File: src/rtl/bg_fade_ctrl.sv
// Frame-synchronous background brightness sequencer: fade to black, hold, fade back.
// Level changes only on vsync rising edges; colour scaling is a 1-cycle registered pipeline.
module bg_fade_ctrl #(
    parameter int unsigned STEP_FRAMES = 2,
    parameter int unsigned HOLD_FRAMES = 30
) (
    input  logic       clk,
    input  logic       reset,
    input  logic       vsync,
    input  logic       start_fade,
    input  logic [3:0] red_in,
    input  logic [3:0] green_in,
    input  logic [3:0] blue_in,
    input  logic       de_in,
    output logic [3:0] red_out,
    output logic [3:0] green_out,
    output logic [3:0] blue_out,
    output logic       de_out,
    output logic [4:0] level,
    output logic       busy,
    output logic       black_pulse,
    output logic       done_pulse
);

    localparam int unsigned STEP_W = $clog2(STEP_FRAMES + 1);
    localparam int unsigned HOLD_W = $clog2(HOLD_FRAMES + 1);

    localparam logic [1:0] ST_IDLE     = 2'd0;
    localparam logic [1:0] ST_FADE_OUT = 2'd1;
    localparam logic [1:0] ST_HOLD     = 2'd2;
    localparam logic [1:0] ST_FADE_IN  = 2'd3;

    localparam logic [4:0] LEVEL_MAX = 5'd16;

    logic [1:0]        state_q, state_d;
    logic [4:0]        level_q, level_d;
    logic [STEP_W-1:0] step_q, step_d;
    logic [HOLD_W-1:0] hold_q, hold_d;
    logic              vsync_q, vsync_d;
    logic              busy_q, busy_d;
    logic              black_pulse_q, black_pulse_d;
    logic              done_pulse_q, done_pulse_d;
    logic [3:0]        red_q, red_d;
    logic [3:0]        green_q, green_d;
    logic [3:0]        blue_q, blue_d;
    logic              de_q, de_d;

    logic              tick;
    logic [STEP_W-1:0] step_inc;
    logic [HOLD_W-1:0] hold_inc;
    logic [8:0]        prod_r, prod_g, prod_b;

    assign tick     = vsync & ~vsync_q;
    assign step_inc = step_q + STEP_W'(1);
    assign hold_inc = hold_q + HOLD_W'(1);

    // Sequencer next-state and control outputs
    always_comb begin
        state_d       = state_q;
        level_d       = level_q;
        step_d        = step_q;
        hold_d        = hold_q;
        black_pulse_d = 1'b0;
        done_pulse_d  = 1'b0;
        vsync_d       = vsync;

        case (state_q)
            ST_IDLE: begin
                level_d = LEVEL_MAX;
                step_d  = '0;
                hold_d  = '0;
                if (start_fade) begin
                    state_d = ST_FADE_OUT;
                end
            end
            ST_FADE_OUT: begin
                if (tick) begin
                    if (step_inc == STEP_W'(STEP_FRAMES)) begin
                        step_d  = '0;
                        level_d = level_q - 5'd1;
                        if (level_q == 5'd1) begin
                            state_d       = ST_HOLD;
                            hold_d        = '0;
                            black_pulse_d = 1'b1;
                        end
                    end else begin
                        step_d = step_inc;
                    end
                end
            end
            ST_HOLD: begin
                level_d = 5'd0;
                if (tick) begin
                    if (hold_inc == HOLD_W'(HOLD_FRAMES)) begin
                        state_d = ST_FADE_IN;
                        hold_d  = '0;
                        step_d  = '0;
                    end else begin
                        hold_d = hold_inc;
                    end
                end
            end
            default: begin
                if (tick) begin
                    if (step_inc == STEP_W'(STEP_FRAMES)) begin
                        step_d  = '0;
                        level_d = level_q + 5'd1;
                        if (level_q == 5'd15) begin
                            state_d      = ST_IDLE;
                            done_pulse_d = 1'b1;
                        end
                    end else begin
                        step_d = step_inc;
                    end
                end
            end
        endcase

        busy_d = (state_d != ST_IDLE);
    end

    // Pixel scaling: (c * level) >> 4, level 16 is unity
    always_comb begin
        prod_r  = 9'(red_in)   * 9'(level_q);
        prod_g  = 9'(green_in) * 9'(level_q);
        prod_b  = 9'(blue_in)  * 9'(level_q);
        red_d   = 4'(prod_r >> 4);
        green_d = 4'(prod_g >> 4);
        blue_d  = 4'(prod_b >> 4);
        de_d    = de_in;
    end

    always_ff @(posedge clk) begin
        if (reset) begin
            state_q       <= ST_IDLE;
            level_q       <= LEVEL_MAX;
            step_q        <= '0;
            hold_q        <= '0;
            vsync_q       <= 1'b0;
            busy_q        <= 1'b0;
            black_pulse_q <= 1'b0;
            done_pulse_q  <= 1'b0;
            red_q         <= 4'd0;
            green_q       <= 4'd0;
            blue_q        <= 4'd0;
            de_q          <= 1'b0;
        end else begin
            state_q       <= state_d;
            level_q       <= level_d;
            step_q        <= step_d;
            hold_q        <= hold_d;
            vsync_q       <= vsync_d;
            busy_q        <= busy_d;
            black_pulse_q <= black_pulse_d;
            done_pulse_q  <= done_pulse_d;
            red_q         <= red_d;
            green_q       <= green_d;
            blue_q        <= blue_d;
            de_q          <= de_d;
        end
    end

    assign red_out     = red_q;
    assign green_out   = green_q;
    assign blue_out    = blue_q;
    assign de_out      = de_q;
    assign level       = level_q;
    assign busy        = busy_q;
    assign black_pulse = black_pulse_q;
    assign done_pulse  = done_pulse_q;

endmodule

File: config.mk
export PLATFORM = sky130hd
export DESIGN_NAME = bg_fade_ctrl
export DESIGN_NICKNAME = d
export VERILOG_FILES = /design/src/rtl/bg_fade_ctrl.sv
export SDC_FILE = /design/constraint.sdc
export NUM_CORES = 1
export LEC_CHECK = 0
export CORE_UTILIZATION = 45
export CTS_BUF_LIST = sky130_fd_sc_hd__clkbuf_4
export CTS_CLUSTER_SIZE = 8
export DETAILED_ROUTE_END_ITERATION = 8
export PLACE_DENSITY = 0.7
export SLEW_MARGIN = 15
export SYNTH_ARGS = -nofsm -noshare
export SYNTH_HDL_FRONTEND = slang
export SYNTH_SLANG_ARGS = --single-unit
File: constraint.sdc
create_clock -name clk -period 3.97 [get_ports clk]
set_clock_uncertainty 0.15 [all_clocks]
set_input_delay 0.397 -clock clk [delete_from_list [all_inputs] [get_ports clk]]
set_output_delay 0.397 -clock clk [all_outputs]
set_load 0.005 [all_outputs]
==> results of run 1 <==
-- per-layer routing --
metal	up-vias	global-route usage, %
met5	-	0
met2	54	34.7
li1	1130	-
met3	5	3.54
met1	1087	27.8
met4	0	6.55
-- registers in the layout, summed over array words and instances (netlist names) --
register,count
hold_q,5
level,5
blue_out,4
green_out,4
red_out,4
state_q,2
step_q,2
black_pulse,1
busy,1
de_out,1
done_pulse,1
vsync_q,1
-- worst max-delay path, cell delays in order, from the launching register on --
cell       delay (ns)
dfxtp_1          0.79
nand2_1          0.14
fa_1             0.50
fa_1             0.54
inv_1            0.04
ha_1             0.28
nand4_1          0.14
o2111ai_1        0.22
a2111o_1         0.45
o21ai_0          0.09
-- worst max path at each step --
stage / slack (ns) / depth (start not counted) / to / from
2_1_floorplan: 0.78 / 12 / red_out[3] / level[1]
3_3_place_gp: 0.37 / 11 / blue_out[3] / blue_in[3]
3_5_place_dp: 0.27 / 11 / blue_out[3] / blue_in[3]
4_1_cts: 0.53 / 9 / blue_out[3] / level[2]
5_1_grt: 0.32 / 9 / blue_out[3] / level[2]
6_report: 0.54 / 9 / blue_out[3] / level[2]
-- power by group through the flow --
stage,registers [W],logic (W),clock network (W)
finish,0.000332,0.000108,0.000244
detailed placement,0.000339,0.000108,0
global route,0.000334,0.000123,0.000267
global placement,0.000339,0.000107,0
CTS,0.000332,0.000109,0.000252
floorplan,0.000335,0.0000582,0
-- synthesized netlist by cell type, drive strengths merged (4+ instances only) --
library cell  instances  area (µm²)
clkbuf                4        15.0
xnor2                16         140
and2                 33         206
ha                   33         413
nand3                 8        40.0
a21oi                12        63.8
inv                  25        93.8
o21ai                 6        30.0
nand2                37         139
o2111ai               7        61.3
nand4                 8        50.1
buf                   8        43.8
fa                   15         300
dfxtp                31         621
o21bai                4        30.0
nor2                 13        51.3
nor2b                 7        43.8
-- final cells by class --
class	count	area (µm²)	share of cell area, %
clock inverters	3	38.8	1.21
repair buffers	41	400	12.5
well taps	72	90.1	2.81
multi-input cells	240	1920	60.0
clock buffers	5	37.5	1.17
flip-flops and latches	31	621	19.4
inverters	25	93.8	2.93
-- through the flow --
| step | hold slack, ns | std cells | worst slack [ns] | util, % |
|---|---|---|---|---|
| floorplan | 0.312 | 308 | 0.777 | - |
| global placement | 0.341 | 409 | 0.370 | 55.4 |
| detailed placement | 0.341 | 409 | 0.269 | 55.4 |
| CTS | 0.360 | 417 | 0.529 | 56.8 |
| global route | 0.380 | 417 | 0.324 | 56.8 |
| finish | 0.361 | 417 | 0.535 | 56.8 |
-- kinds of logic after synthesis --
| kind of cell | Yosys count | synth area share, % |
|---|---|---|
| buf+inv | 37 | 5.66 |
| mux | 2 | 0.789 |
| simple gates | 122 | 24.4 |
| flops | 31 | 23.0 |
| xor+xnor | 16 | 5.20 |
| fa+ha+maj | 48 | 26.5 |
| compound gates | 52 | 14.5 |
==> reports/results.ini, run 1 <==
[grt]
grt_max_degree=21
grt_use_total_pct=21.0
antenna_found_initial=0
grt_pass1_wl_mm=10.3
grt_pass1_vias=2250
overflow=0

[routing]
drt-initial-drc-count=99
routedWlPerCell_um=13.6
ant_nets=0
top_layer_used=met4
via_per_inst=5.46
drt-total-wl_mm=5.65
num_vias=2276
wl_met1_mm=2.75
dr.pass1.iters=4
dr_wl_met2_mm=2.61
route.detailed.drc=0
met3_length_um=223

[timing]
max_freq_ghz=0.291
fin_crit_ns=3.43
setup_violations=0
slew_violations=0
fin_crit_sh_pct=86.5
final-hold-violation-count=0
worstMarginPinSlew_ns=0.697
setup_tns_ns=0
slew_headroom_pct=53.5
rsz0062_at_grt=false

[yosys]
yosysWarnings=0
syn_inst=308
synth.distinct_cells=47
synth-edff-count=0
synth_ff_type=dfxtp_1
synth_area_um2=2700
ys_ff_latch=31
syn_nets=373
ys_seq_area_share_pct=23.0
async_flop_share_pct=0
syn_area_per_cell_um2=8.75

[clock_network]
cts_root_buffer=clkbuf_4
h-tree-depth=2
cts_buffers=5
cts_setup_buffers=0
cts_resized=0
clk_pin_slew_ns=0.11
postCtsHoldBufs=0
cts_tree=done
clkLatencyLatePin_ns=0.34
cts.sinks=31
cts_buffer_depth=2

[power]
p_sw_share_pct=25.3
combPwrFrac_pct=15.9
p_per_area_nw_per_um2=213
power_w=0.000684
p_int_w=0.000511
p_switching_w=0.000173
peakVddDrop_mv=0.119
leakage_nw=1.41
clkPwrFrac_pct=35.6
pwr-share-seq_pct=48.5

[place]
place.port_buffers=37
gp_congestion=0.802
dpl.hpwl_mm=4.09
place_area_um2=3130

[floorplanning]
coreArea_um2=5640
die_h_um=79.4
fp-row-count=27
dieArea_um2=6310
die_w_um=79.4
ioPinCount=38
start_util_pct=47.8

[finish]
syn2layout_area_growth_pct=18.8
fin_area_um2=3200
fill_cells=520
drive_gt1_share_pct=5.22
most-common-layout-cells=37 x nand2_1, 37 x clkdlybuf4s50_1, 33 x and2_1, 33 x ha_1, 31 x dfxtp_1
antenna_cells=0
finalNetCount=409

[status]
status=completed

[job]
drv_cap=0

[critical_path]
timing.rr.end=blue_out[3]
reg2regPathDepth=9
crit_fanout=20
startpoint_type=flop
worst_ep_required_time_ns=4.08
critPathKind=reg2reg
endpoint_kind=flop
rr_startpoint=level[2]
rrSetupSlack_ns=0.54
worst-endpoint-arrival_ns=3.55

[hold_path]
whs_path_depth=2
hold_end=step_q[1]
hp-class=reg2reg
holdCritStartpoint=step_q[1]

No activity file was read; power rests on OpenSTA's default activity.
==> run 2, diff against run 1 <==
Settings changed: GPL_TIMING_DRIVEN set to 0, SKIP_CTS_REPAIR_TIMING set to 1.
==> reports/results.ini, run 2 (synthesis gave the netlist of run 1 again) <==
[status]
status=completed  ; unchanged

[grt]
grt_use_total_pct=21.1  ; was 21.0%
overflow=0  ; unchanged
antenna_found_initial=0  ; unchanged
grt_pass1_wl_mm=10.3  ; unchanged
grt_max_degree=11  ; was 21
grt_pass1_vias=2292  ; was 2250

[power]
p_sw_share_pct=26.1  ; was 25.3%
pwr-share-seq_pct=47.5  ; was 48.5%
combPwrFrac_pct=16.4  ; was 15.9%
p_int_w=0.000510  ; was 0.000511 W
p_per_area_nw_per_um2=214  ; was 213 nW/µm²
clkPwrFrac_pct=36.1  ; was 35.6%
p_switching_w=0.000180  ; was 0.000173 W
leakage_nw=1.43  ; was 1.41 nW
peakVddDrop_mv=0.118  ; was 0.119 mV

[routing]
ant_nets=0  ; unchanged
dr.pass1.iters=4  ; unchanged
drt-total-wl_mm=5.77  ; was 5.65 mm
via_per_inst=5.40  ; was 5.46
num_vias=2290  ; was 2276
routedWlPerCell_um=13.6  ; about the same
drt-initial-drc-count=98  ; was 99
route.detailed.drc=0  ; unchanged

[critical_path]
cp_num_cells=12  ; was 9
cp_top_family=adder cells  ; unchanged
reg2regPathDepth=12  ; was 9
critPathKind=reg2reg  ; unchanged
crit_fanout=10  ; was 20
worst-endpoint-arrival_ns=3.59  ; was 3.55 ns
crit_chain=buf_2 -> clkbuf_1 -> and2_1 -> fa_1 -> inv_1 -> fa_1 -> inv_1 -> ha_1 -> nand4_1 -> o2111ai_1 -> a2111o_1 -> o21ai_0  ; was nand2_1 -> fa_1 -> fa_1 -> inv_1 -> ha_1 -> nand4_1 -> o2111ai_1 -> a2111o_1 -> o21ai_0
critPathMaxStageDelay_ns=0.52  ; was 0.79 ns
endpoint_kind=flop  ; unchanged
worst_ep_required_time_ns=4.09  ; was 4.08 ns
critPathSlowestCell=fa_1  ; was dfxtp_1
crit_buf_inv=4  ; was 1
startpoint_type=flop  ; unchanged

[floorplanning]
start_util_pct=47.8  ; unchanged
dieArea_um2=6310  ; unchanged
ioPinCount=38  ; unchanged
fp-row-count=27  ; unchanged
coreArea_um2=5640  ; unchanged
die_h_um=79.4  ; unchanged
die_w_um=79.4  ; unchanged

[clock_network]
cts_root_buffer=clkbuf_4  ; unchanged
cts_buffer_depth=2  ; unchanged
cts.sinks=31  ; unchanged
h-tree-depth=2  ; unchanged
cts_tree=done  ; unchanged
clk_pin_slew_ns=0.10  ; was 0.11 ns
cts_buffers=5  ; unchanged
clkLatencyLatePin_ns=0.35  ; was 0.34 ns

[timing]
setup_tns_ns=0  ; unchanged
final-hold-violation-count=0  ; unchanged
slew_violations=0  ; unchanged
fin_crit_sh_pct=87.4  ; was 86.5%
max_freq_ghz=0.288  ; was 0.291 GHz
worstMarginPinSlew_ns=0.581  ; was 0.697 ns
setup_violations=0  ; unchanged
rsz0062_at_grt=false  ; unchanged
slew_headroom_pct=61.3  ; was 53.5%
fin_crit_ns=3.47  ; was 3.43 ns

[finish]
utilization_pct=57.1  ; was 56.8%
finalNetCount=416  ; was 409
antenna_cells=0  ; unchanged
syn2layout_area_growth_pct=19.5  ; was 18.8%
most-common-layout-cells=37 x nand2_1, 36 x clkdlybuf4s50_1, 33 x and2_1, 33 x ha_1, 31 x dfxtp_1  ; was 37 x nand2_1, 37 x clkdlybuf4s50_1, 33 x and2_1, 33 x ha_1, 31 x dfxtp_1
fill_cells=514  ; was 520
fin_area_um2=3220  ; was 3200 µm²
final_common_cell=nand2_1
drive_gt1_share_pct=5.68  ; was 5.22%

[place]
gp_congestion=0.822  ; was 0.802
dpl.hpwl_mm=4.43  ; was 4.09 mm
place_area_um2=3150  ; was 3130 µm²
place.port_buffers=36  ; was 37

[hold_path]
hp-class=in2reg  ; was reg2reg
whs_path_depth=2  ; unchanged

[job]
drv_cap=0  ; unchanged

run 2: changes by cell type in the layout (fill, tap and decap cells not counted), sizes merged:
cell           delta
clkbuf            +4
clkdlybuf4s50     -1
buf               +4
run 2: area by class of cell:
type / count / area (µm²) / area share (%)
well taps: 72 / 90.1 / 2.80
clock buffers: 5 / 37.5 / 1.16
flip-flops and latches: 31 / 621 / 19.3
inverters: 25 / 93.8 / 2.91
clock inverters: 3 / 38.8 / 1.20
repair buffers: 36 / 360 / 11.2
plain buffers: 12 / 58.8 / 1.82
multi-input cells: 240 / 1920 / 59.7
run 2: path summary, 6_finish.rpt:
check / start / endpoint / slack (ns)
setup / recovery: level[2] / blue_out[3] / 0.50
setup reg to reg: level[2] / blue_out[3] / 0.50
hold / removal: reset / de_out / 0.24
hold reg to reg: step_q[1] / step_q[1] / 0.38
run 2: metrics by stage:
stage	hold WS (ns)	worst slack [ns]	power, W	cells
2_1_floorplan	0.312	0.777	0.000394	308
3_3_place_gp	0.339	0.345	0.000447	416
3_5_place_dp	0.349	0.320	0.000448	416
4_1_cts	0.229	0.438	0.000699	424
5_1_grt	0.256	0.225	0.000725	424
6_report	0.244	0.501	0.000691	424
run 2: worst reg2reg max path: stages, from the launching register on:
cell and delay, ns:
dfxtp_1 0.32, buf_2 0.17, clkbuf_1 0.24, and2_1 0.22, fa_1 0.50, inv_1 0.05
fa_1 0.52, inv_1 0.04, ha_1 0.34, nand4_1 0.14, o2111ai_1 0.18, a2111o_1 0.44
o21ai_0 0.08
run 2: power groups by stage:
stage                     Clock [W]  Combinational [W]  Sequential [W]
after floorplan                   0          0.0000582        0.000335
after global placement            0           0.000112        0.000335
after detailed placement          0           0.000113        0.000335
after CTS                  0.000256           0.000114        0.000328
after global routing       0.000268           0.000127        0.000330
final                      0.000249           0.000113        0.000328
run 2: layer usage:
metal / global-route usage (%) / wire, µm / up-vias
met5: 0 / 0 / -
met4: 7.64 / 95 / 0
met3: 3.54 / 252 / 8
met2: 35.9 / 2660 / 50
met1: 26.5 / 2760 / 1081
li1: - / - / 1151
==> run 3, diff against run 2 <==
Settings changed: ABC_AREA set to 1, CORE_ASPECT_RATIO set to 2, PLACE_DENSITY 0.7 to 0.69.
==> reports/results.ini, run 3 <==
[status]
status=completed  ; unchanged

[yosys]
synthMuxAreaShare_pct=0  ; was 0.789%
async_flop_share_pct=0  ; unchanged
syn_area_per_cell_um2=7.06  ; was 8.75 µm²
ys_top_cells_by_area=dfxtp_1 22%, ha_1 15%, nand2_1 12%  ; was dfxtp_1 23%, ha_1 15%, fa_1 11%
ys_seq_area_share_pct=21.9  ; was 23.0%
synth_area_um2=2830  ; was 2700 µm²
yosys.area.top_type=dfxtp_1  ; unchanged
synth_fa_ha_area_share_pct=25.2  ; was 26.5%
syn_inst=401  ; was 308
ys_ff_latch=31  ; unchanged
synth-edff-count=0  ; unchanged
yosysTopAreaCellShare_pct=21.9  ; was 23.0%
syn_nets=466  ; was 373
synth_top_family_by_area=simple AND/OR/NAND/NOR gates  ; was adder cells
ys_top_cells_by_count=94 x nand2_1, 89 x inv_1, 33 x ha_1  ; was 37 x nand2_1, 33 x and2_1, 33 x ha_1
yosysWarnings=0  ; unchanged
synth_ff_type=dfxtp_1  ; unchanged
synth_compound_area_share_pct=10.6  ; was 14.5%
synth.distinct_cells=32  ; was 47
synth.most_common_cell=nand2_1  ; unchanged
synth-xor-area-share_pct=2.78  ; was 5.20%
yosys.area_share.simple_pct=25.5  ; was 24.4%

[timing]
setup_violations=0  ; unchanged
rsz0062_at_grt=false  ; unchanged
fin_crit_ns=3.46  ; was 3.47 ns
slew_headroom_pct=64.0  ; was 61.3%
final-hold-violation-count=0  ; unchanged
fin_crit_sh_pct=87.1  ; was 87.4%
slew_violations=0  ; unchanged
worstMarginPinSlew_ns=0.540  ; was 0.581 ns
setup_tns_ns=0  ; unchanged
max_freq_ghz=0.289  ; was 0.288 GHz

[routing]
drt-initial-drc-count=102  ; was 98
drt-total-wl_mm=6.40  ; was 5.77 mm
via_per_inst=5.01  ; was 5.40
routedWlPerCell_um=12.1  ; was 13.6 µm
dr.pass1.iters=4  ; unchanged
ant_nets=0  ; unchanged
num_vias=2652  ; was 2290
route.detailed.drc=0  ; unchanged

[hold_path]
whs_path_depth=2  ; unchanged
hp-class=in2reg  ; unchanged

[critical_path]
crit_fanout=10  ; unchanged
worst_ep_required_time_ns=4.05  ; was 4.09 ns
endpoint_kind=flop  ; unchanged
startpoint_type=flop  ; unchanged
critPathKind=reg2reg  ; unchanged
worst-endpoint-arrival_ns=3.54  ; was 3.59 ns
reg2regPathDepth=12  ; unchanged

[finish]
syn2layout_area_growth_pct=19.1  ; was 19.5%
fill_cells=596  ; was 514
finalNetCount=509  ; was 416
final_common_cell=nand2_1  ; unchanged
drive_gt1_share_pct=7.42  ; was 5.68%
most-common-layout-cells=94 x nand2_1, 89 x inv_1, 36 x clkdlybuf4s50_1, 33 x ha_1, 31 x dfxtp_1  ; was 37 x nand2_1, 36 x clkdlybuf4s50_1, 33 x and2_1, 33 x ha_1, 31 x dfxtp_1
antenna_cells=0  ; unchanged
stdcell_count=529  ; was 424
utilization_pct=55.7  ; was 57.1%
multiInputGateArea_um2=1810  ; was 1920 µm²
regArea_um2=621  ; unchanged

[place]
dpl.cell_count=521  ; was 416
gp_congestion=0.919  ; was 0.822
place.port_buffers=36  ; unchanged
dpl.hpwl_mm=5.09  ; was 4.43 mm

[clock_network]
cts_buffer_depth=2  ; unchanged
cts.sinks=31  ; unchanged
clkLatencyLatePin_ns=0.35  ; about the same
h-tree-depth=2  ; unchanged
cts_buffers=5  ; unchanged
cts_root_buffer=clkbuf_4  ; unchanged
clk_pin_slew_ns=0.11  ; was 0.10 ns
cts_tree=done  ; unchanged

[power]
peakVddDrop_mv=0.167  ; was 0.118 mV
p_per_area_nw_per_um2=285  ; was 214 nW/µm²
leakage_nw=1.81  ; was 1.43 nW

[floorplanning]
fp-row-count=40  ; was 27
ioPinCount=38  ; unchanged
coreArea_um2=6060  ; was 5640 µm²
die_h_um=114  ; was 79.4 µm
dieArea_um2=6630  ; was 6310 µm²
die_w_um=58.1  ; was 79.4 µm
start_util_pct=46.8  ; was 47.8%

[grt]
grt_use_total_pct=21.2  ; was 21.1%
grt_pass1_vias=2607  ; was 2292
overflow=0  ; unchanged
antenna_found_initial=0  ; unchanged
grt_max_degree=11  ; unchanged
grt_pass1_wl_mm=10.7  ; was 10.3 mm

[job]
drv_cap=0  ; unchanged

[run 3: cell count changes after synthesis, sizes merged, moves of 4 or more]
| cell | delta |
|---|---|
| o21ai | +6 |
| nor2b | -7 |
| nand4 | +5 |
| nand3 | +7 |
| a21oi | +14 |
| xnor2 | -10 |
| o2111ai | -7 |
| o21bai | -4 |
| nor2 | +10 |
| and2 | -33 |
| inv | +68 |
| nand2 | +64 |
[run 3: final timing paths]
path | start | endpoint | slack [ns]
worst min-delay path | reset | level[1] | 0.25
worst max-delay path | level[1] | green_out[3] | 0.51
worst min register to register | step_q[1] | step_q[1] | 0.30
worst max register to register | level[1] | green_out[3] | 0.51
[run 3: cell type report]
class,instances,share of cell area [%]
plain buffers,9,1.45
clock buffers,5,1.11
clock inverters,3,1.15
inverters,93,10.3
multi-input cells,268,53.7
flip-flops and latches,31,18.4
well taps,84,3.12
repair buffers,36,10.7
[run 3: through the flow]
stage | setup slack (ns) | hold slack (ns) | power, W | cell area (µm²)
after global routing | 0.217 | 0.255 | 0.00103 | 3370
final | 0.511 | 0.250 | 0.000961 | 3370
after floorplan | 0.955 | 0.265 | 0.000578 | 2830
after CTS | 0.468 | 0.249 | 0.000968 | 3370
after detailed placement | 0.431 | 0.288 | 0.000708 | 3300
after global placement | 0.461 | 0.277 | 0.000700 | 3300
[run 3: kinds of logic after synthesis]
family / after synthesis
AND/OR/NAND/NOR: 158
XOR/XNOR: 9
adder cells (fa/ha/maj): 48
flip-flops: 31
buffers and inverters: 102
AO/OA/AOI/OAI: 53
[run 3: layer usage]
layer  GRT usage (%)  vias up  share of wire [%]
met2            40.5       62                 56
met1            19.8     1229                 36
met3            2.71       26                3.3
met4            14.6        0                5.0
met5               0        -                  0
li1                -     1335                  -
[run 3: power by group]
group | switching (W) | leakage (nW) | internal, W
logic | 0.000188 | 1.51 | 0.000155
registers | 0.0000167 | 0.255 | 0.000340
clock network | 0.000132 | 0.0426 | 0.000129
total | 0.000337 | 1.81 | 0.000624
[run 3: worst max-delay path, stage by stage, from the launching register on]
cell and delay (ns):
dfxtp_1 0.55, clkbuf_1 0.38, nand2_1 0.13, fa_1 0.52, inv_1 0.05, fa_1 0.44
ha_1 0.36, nand2_1 0.09, a21oi_1 0.07, a211oi_1 0.25, nand2_1 0.12, xor2_1 0.16
nor2_1 0.05
